$ cat src/rtl/tx_arb_pkg.sv
// Shared types for the transmit key arbiter: FSM states, owner codes and the
// fixed-priority source picker.
package tx_arb_pkg;

  localparam int CNT_W = 10;

  typedef enum logic [2:0] {
    IDLE,
    RELAY_ON,
    ACTIVE,
    HANG,
    RELEASE,
    LOCKOUT
  } arb_state_t;

  typedef enum logic [1:0] {
    OWN_NONE  = 2'd0,
    OWN_KEYER = 2'd1,
    OWN_HOST  = 2'd2,
    OWN_EXT   = 2'd3
  } owner_t;

  // Fixed priority: keyer > host > external PTT.
  function automatic owner_t pick_owner(input logic rk, input logic rh, input logic re);
    if (rk)      return OWN_KEYER;
    else if (rh) return OWN_HOST;
    else if (re) return OWN_EXT;
    else         return OWN_NONE;
  endfunction

endpackage

$ cat src/rtl/tx_arb_timer.sv
// Loadable tick down-counter shared by every timed arbiter state.
// A load wins over the decrement; the count rests at zero.
module tx_arb_timer
  import tx_arb_pkg::*;
(
  input  logic             clk,
  input  logic             rstb,
  input  logic             tick,
  input  logic             load,
  input  logic [CNT_W-1:0] load_val,
  output logic [CNT_W-1:0] cnt,
  output logic             zero
);

  // NOTE: sequential state uses non-blocking assignments so every register
  // samples pre-edge values regardless of process ordering.
  always_ff @(posedge clk or negedge rstb) begin
    if (!rstb) begin
      cnt <= '0;
    end else if (load) begin
      cnt <= load_val;
    end else if (tick && (cnt != '0)) begin
      cnt <= cnt - CNT_W'(1);
    end
  end

  assign zero = (cnt == '0);

endmodule

$ cat src/rtl/tx_key_arbiter.sv
// Transmit key arbiter: picks keyer/host/external PTT as TX owner and sequences
// relay settle, RF keying, hang, release guard and stuck-key lockout on 1 ms ticks.
module tx_key_arbiter
  import tx_arb_pkg::*;
#(
  parameter int WDT_W    = 16,
  parameter int GUARD_MS = 5
) (
  input  logic             clk,
  input  logic             rstb,
  input  logic             tick_1ms,
  input  logic             req_keyer,
  input  logic             key_keyer,
  input  logic             req_host,
  input  logic             key_host,
  input  logic             ptt_ext_n,
  input  logic [9:0]       relay_dly,
  input  logic [9:0]       hang_time,
  input  logic [WDT_W-1:0] wdt_ms,
  output logic             tx_on,
  output logic             rf_key,
  output logic [1:0]       owner,
  output logic             grant_pulse,
  output logic             release_pulse,
  output logic             wdt_trip
);

  localparam logic [CNT_W-1:0] GUARD_V = CNT_W'(GUARD_MS);

  arb_state_t       state, state_nxt;
  owner_t           owner_q, owner_nxt;
  logic [CNT_W-1:0] cnt;
  logic             cnt_zero;
  logic             load;
  logic [CNT_W-1:0] load_val;
  logic [WDT_W-1:0] wdt_cnt;
  logic             wdt_hit;
  logic             req_ext;
  logic             any_req;
  logic             own_req;
  logic             own_carrier;
  logic             own_hold;
  logic             higher_req;
  logic             tx_on_nxt;
  logic             rf_key_nxt;

  assign req_ext = ~ptt_ext_n;
  assign any_req = req_keyer | req_host | req_ext;
  assign wdt_hit = (wdt_ms != '0) && (wdt_cnt >= wdt_ms);

  // External PTT never keys a carrier, but its held request is what keeps a
  // phone transmission in ACTIVE rather than draining through HANG.
  always_comb begin
    own_req     = 1'b0;
    own_carrier = 1'b0;
    own_hold    = 1'b0;
    higher_req  = 1'b0;
    case (owner_q)
      OWN_KEYER: begin
        own_req     = req_keyer;
        own_carrier = key_keyer;
        own_hold    = key_keyer;
      end
      OWN_HOST: begin
        own_req     = req_host;
        own_carrier = key_host;
        own_hold    = key_host;
        higher_req  = req_keyer;
      end
      OWN_EXT: begin
        own_req     = req_ext;
        own_hold    = req_ext;
        higher_req  = req_keyer | req_host;
      end
      default: ;
    endcase
  end

  // NOTE: every combinational output gets a default first so no path leaves a
  // signal unassigned, which would infer a latch.
  always_comb begin
    state_nxt = state;
    owner_nxt = owner_q;
    load      = 1'b0;
    load_val  = '0;
    if (tick_1ms) begin
      case (state)
        IDLE: begin
          if (any_req) begin
            state_nxt = RELAY_ON;
            owner_nxt = pick_owner(req_keyer, req_host, req_ext);
            load      = 1'b1;
            load_val  = relay_dly;
          end
        end
        RELAY_ON: begin
          if (!own_req)      state_nxt = RELEASE;
          else if (cnt_zero) state_nxt = ACTIVE;
        end
        ACTIVE: begin
          if (wdt_hit) begin
            state_nxt = LOCKOUT;
          end else if (!own_req) begin
            state_nxt = RELEASE;
          end else if (!own_hold) begin
            state_nxt = HANG;
            load      = 1'b1;
            load_val  = hang_time;
          end
        end
        HANG: begin
          if (higher_req) begin
            state_nxt = ACTIVE;
            owner_nxt = pick_owner(req_keyer, req_host, req_ext);
          end else if (!own_req) begin
            state_nxt = RELEASE;
          end else if (own_hold) begin
            state_nxt = ACTIVE;
          end else if (cnt_zero) begin
            state_nxt = RELEASE;
          end
        end
        RELEASE: begin
          if (cnt_zero) state_nxt = IDLE;
        end
        LOCKOUT: begin
          if (!any_req) state_nxt = IDLE;
        end
        default: state_nxt = IDLE;
      endcase

      if ((state_nxt == RELEASE) && (state != RELEASE)) begin
        load      = 1'b1;
        load_val  = GUARD_V;
        owner_nxt = OWN_NONE;
      end
      if (state_nxt == LOCKOUT) owner_nxt = OWN_NONE;
    end
  end

  assign tx_on_nxt  = (state == RELAY_ON) || (state == ACTIVE) || (state == HANG);
  // Carrier follows the owner key every clk; the watchdog kills it immediately.
  assign rf_key_nxt = (state == ACTIVE) && own_carrier && !wdt_hit;

  tx_arb_timer u_timer (
    .clk      (clk),
    .rstb     (rstb),
    .tick     (tick_1ms),
    .load     (load),
    .load_val (load_val),
    .cnt      (cnt),
    .zero     (cnt_zero)
  );

  always_ff @(posedge clk or negedge rstb) begin
    if (!rstb) begin
      state         <= IDLE;
      owner_q       <= OWN_NONE;
      tx_on         <= 1'b0;
      rf_key        <= 1'b0;
      grant_pulse   <= 1'b0;
      release_pulse <= 1'b0;
      wdt_trip      <= 1'b0;
      wdt_cnt       <= '0;
    end else begin
      state         <= state_nxt;
      owner_q       <= owner_nxt;
      tx_on         <= tx_on_nxt;
      rf_key        <= rf_key_nxt;
      grant_pulse   <= (owner_q == OWN_NONE) && (owner_nxt != OWN_NONE);
      release_pulse <= tx_on && !tx_on_nxt;

      if ((state_nxt == LOCKOUT) && (state != LOCKOUT)) wdt_trip <= 1'b1;
      else if ((state_nxt == IDLE) && (state != IDLE))  wdt_trip <= 1'b0;

      // Key-down time in ticks, saturating at the limit; any key-up tick clears it.
      if (tick_1ms) begin
        if (!rf_key)             wdt_cnt <= '0;
        else if (wdt_cnt < wdt_ms) wdt_cnt <= wdt_cnt + WDT_W'(1);
      end
    end
  end

  assign owner = owner_q;

endmodule
$ cat config.mk
export PLATFORM = sky130hd
export DESIGN_NAME = tx_key_arbiter
export DESIGN_NICKNAME = d
export VERILOG_FILES = /design/src/rtl/tx_arb_pkg.sv /design/src/rtl/tx_arb_timer.sv /design/src/rtl/tx_key_arbiter.sv
export SDC_FILE = /design/constraint.sdc
export NUM_CORES = 1
export LEC_CHECK = 0
export CORE_ASPECT_RATIO = 1.1
export CORE_MARGIN = 1.5
export CORE_UTILIZATION = 40
export CTS_CLUSTER_SIZE = 24
export DETAILED_ROUTE_END_ITERATION = 8
export GPL_TIMING_DRIVEN = 0
export SYNTH_ARGS = -nofsm -noshare
export SYNTH_HDL_FRONTEND = slang
export SYNTH_HIERARCHICAL = 1
export SYNTH_SLANG_ARGS = --single-unit
$ cat constraint.sdc
create_clock -name clk -period 8.12 [get_ports clk]
set_input_delay 1.624 -clock clk [delete_from_list [all_inputs] [get_ports clk]]
set_output_delay 1.624 -clock clk [all_outputs]
set_load 0.01 [all_outputs]
==> impl_metrics.tcl <==
set metrics [dict create \
    status "finished, violations left" \
    violations "DRC" \
    wirelength_um 7140 \
    hold_class "reg -> reg" \
    ys_seq_area_share_pct 30.1 \
    critPathArrivalTime_ns 5.18 \
    start_util_pct 42.0 \
    fp.dieW_um 85.5 \
    fin_util_pct 52.2 \
    placed_area_mm2 0.00359 \
    clock_latency_ns 0.29 \
    vias 2721 \
    antenna_found_initial 0 \
    power.leakage_nw 1.61 \
    gp_congestion 0.863 \
    grt_setup_unrepaired "false" \
    fmax_ghz 0.199 \
    synth_flop_cell "dfrtp_1" \
    cp.required_ns 8.28 \
    path_clk_slew_ns 0.08 \
    cts-buffers-inserted 5 \
    clock_sinks 36 \
    detailedPlace.worstSlack_ns 2.81 \
    timing.final.ws_setup_ns 3.09 \
    dr.pass1.iters 7 \
    yosys_warnings 6 \
    cts_tree "built" \
    clock_skew_ns 0.00899 \
    path_class "in -> reg" \
    maxCapViolCount 0 \
    postRouteAntennaNets 0 \
    rows 32 \
    design_area_mm2 0.00372 \
    synth_async_sr_flop_share_pct 100 \
    synth-edff-count 0 \
    layout-drive-gt1-share_pct 8.74 \
    power_mw 0.789 \
    yosys_register_bits 36 \
    synth.avg_cell_area_um2 8.45 \
    via_per_inst 5.47 \
    final_cells 497 \
    dp_hpwl_um 5330 \
    grt_pass1_wl_um 12500 \
    ctsHoldBuffers 0 \
    worstMarginPinSlew_ns 0.844 \
    path_max_fanout 10 \
    cts.htree.levels 2 \
    port_buffers 50 \
    grt_max_degree 37 \
    die_height_um 93.7 \
    ios 51 \
    drt_iter0_drc 89 \
    grt_pass1_vias 2754 \
    finalSetupTns_ns 0 \
    post-route-min-period_ns 5.03 \
    drc 4 \
    slew_headroom_pct 43.8 \
    maxSlewViolCount 0 \
    clk_path_buf_depth 2 \
    placed_cells 489 \
    setup_viol 0 \
    syn_nets 420 \
    finalCritPeriodShare_pct 61.9 \
    routedWlPerCell_um 14.4 \
    power_density_mw_per_mm2 212 \
    startpoint_type "primary input" \
    hold_slack_ns 0.497 \
    synth_area_mm2 0.00299 \
    peakVddDrop_v 0.000117 \
    grtUsageTotal_pct 19.2 \
    ctsRootBufferMaster "clkbuf_8" \
    hold_viol_final 0 \
    ys_types 64 \
    post_cts_buffers 0 \
    end_kind "flip-flop" \
    cts_resized 0 \
    core-area_mm2 0.00713 \
    antenna_cells 0 \
    grt-ovfl-total 0 \
    fin_nets 477 \
    synth_cells 354 \
    dieArea_mm2 0.00801 \
    synthToLayoutAreaGrowth_pct 24.3 \
]
[path summary, 6_finish.rpt]
check	start	to	slack, ns	cells past startpoint
hold reg to reg	tx_on$_DFF_PN0_	release_pulse$_DFF_PN0_	0.50	1
setup reg to reg	u_timer/cnt[6]$_DFFE_PN0P_	u_timer/cnt[2]$_DFFE_PN0P_	4.45	13
max in group asynchronous	rstb	rf_key$_DFF_PN0_	6.15	1
min in group asynchronous	rstb	u_timer/cnt[9]$_DFFE_PN0P_	1.43	1
hold / removal	tx_on$_DFF_PN0_	release_pulse$_DFF_PN0_	0.50	1
setup / recovery	wdt_ms[13]	u_timer/cnt[2]$_DFFE_PN0P_	3.09	14
[synth_stat cells, types with 5 or more instances]
master,instances,share of area (%)
nor2_1,45,5.6
dfrtp_1,36,30
inv_1,34,4.3
nand2_1,31,3.9
ha_1,22,9.2
a21oi_1,18,3.0
o21ai_0,16,2.7
a22oi_1,11,2.8
nand3_1,10,1.7
xor2_1,10,2.9
clkbuf_1,9,1.1
nand4_1,8,1.7
nor3_1,8,1.3
nor4_1,5,1.0
[report_power, final]
group          internal (mW)  total (mW)  switching (mW)
sequential             0.214       0.250          0.0366
combinational          0.161       0.363           0.202
clock                  0.108       0.176          0.0674
[registers in the layout, summed over array words and instances, names as in the netlist]
name and flops:
grant_pulse 1, wdt_cnt 16, owner 2, state 3
u_timer/cnt 10, release_pulse 1, tx_on 1, rf_key 1
wdt_trip 1
[critical path, stage by stage]
cell             delay [ns]
clkdlybuf4s50_1        0.48
inv_1                  0.05
ha_1                   0.32
nand4_2                0.15
nor2_1                 0.09
nor4_4                 0.33
nand3_4                0.16
o21ai_4                0.31
nor4b_4                0.29
buf_4                  0.22
o31a_1                 0.17
clkbuf_1               0.39
clkbuf_1               0.42
o21ai_0                0.17
[kinds of logic (layout without fill, tap and decap cells)]
kind of cell    count (synthesis)  after routing  share of synthesized area, %
simple gates                  137            137                          25.2
compound gates                 95             95                          23.7
buf+inv                        44            102                          5.64
flops                          36             36                          30.1
fa+ha+maj                      22             22                          9.20
xor+xnor                       14             14                          4.10
mux                             6              6                          2.13
[cell usage in the layout (no fill, tap or decap), types with 5 or more instances in the layout]
master / Yosys / routed
a22oi_1: 11 / 11
o21ai_0: 16 / 16
xor2_1: 10 / 10
nand3_1: 10 / 10
nor4_1: 5 / 5
clkbuf_1: 9 / 9
nor3_1: 8 / 8
a21oi_1: 18 / 18
nand4_1: 8 / 8
dfrtp_1: 36 / 36
inv_1: 34 / 34
nor2_1: 45 / 45
clkdlybuf4s50_1: 0 / 49
clkbuf_8: 0 / 7
nand2_1: 31 / 31
ha_1: 22 / 22
[layer usage]
layer / GRT usage (%) / wire length, um / vias up / part of all wire (%)
met1: 23.0 / 3230 / 1259 / 45
met3: 4.48 / 386 / 2 / 5.4
met2: 33.7 / 3490 / 77 / 49
met4: 6.18 / 40 / 0 / 0.56
li1: - / - / 1383 / -
met5: 0 / 0 / - / 0
[final cells by class]
class	count	area (um2)
repair buffers	50	495
plain buffers	10	41.3
fillers	706	3410
inverters	34	128
clock inverters	1	30.0
well taps	85	106
flip-flops and latches	36	901
multi-input cells	274	1920
clock buffers	7	96.3
Note: power is estimated with default switching activity, not from simulation.
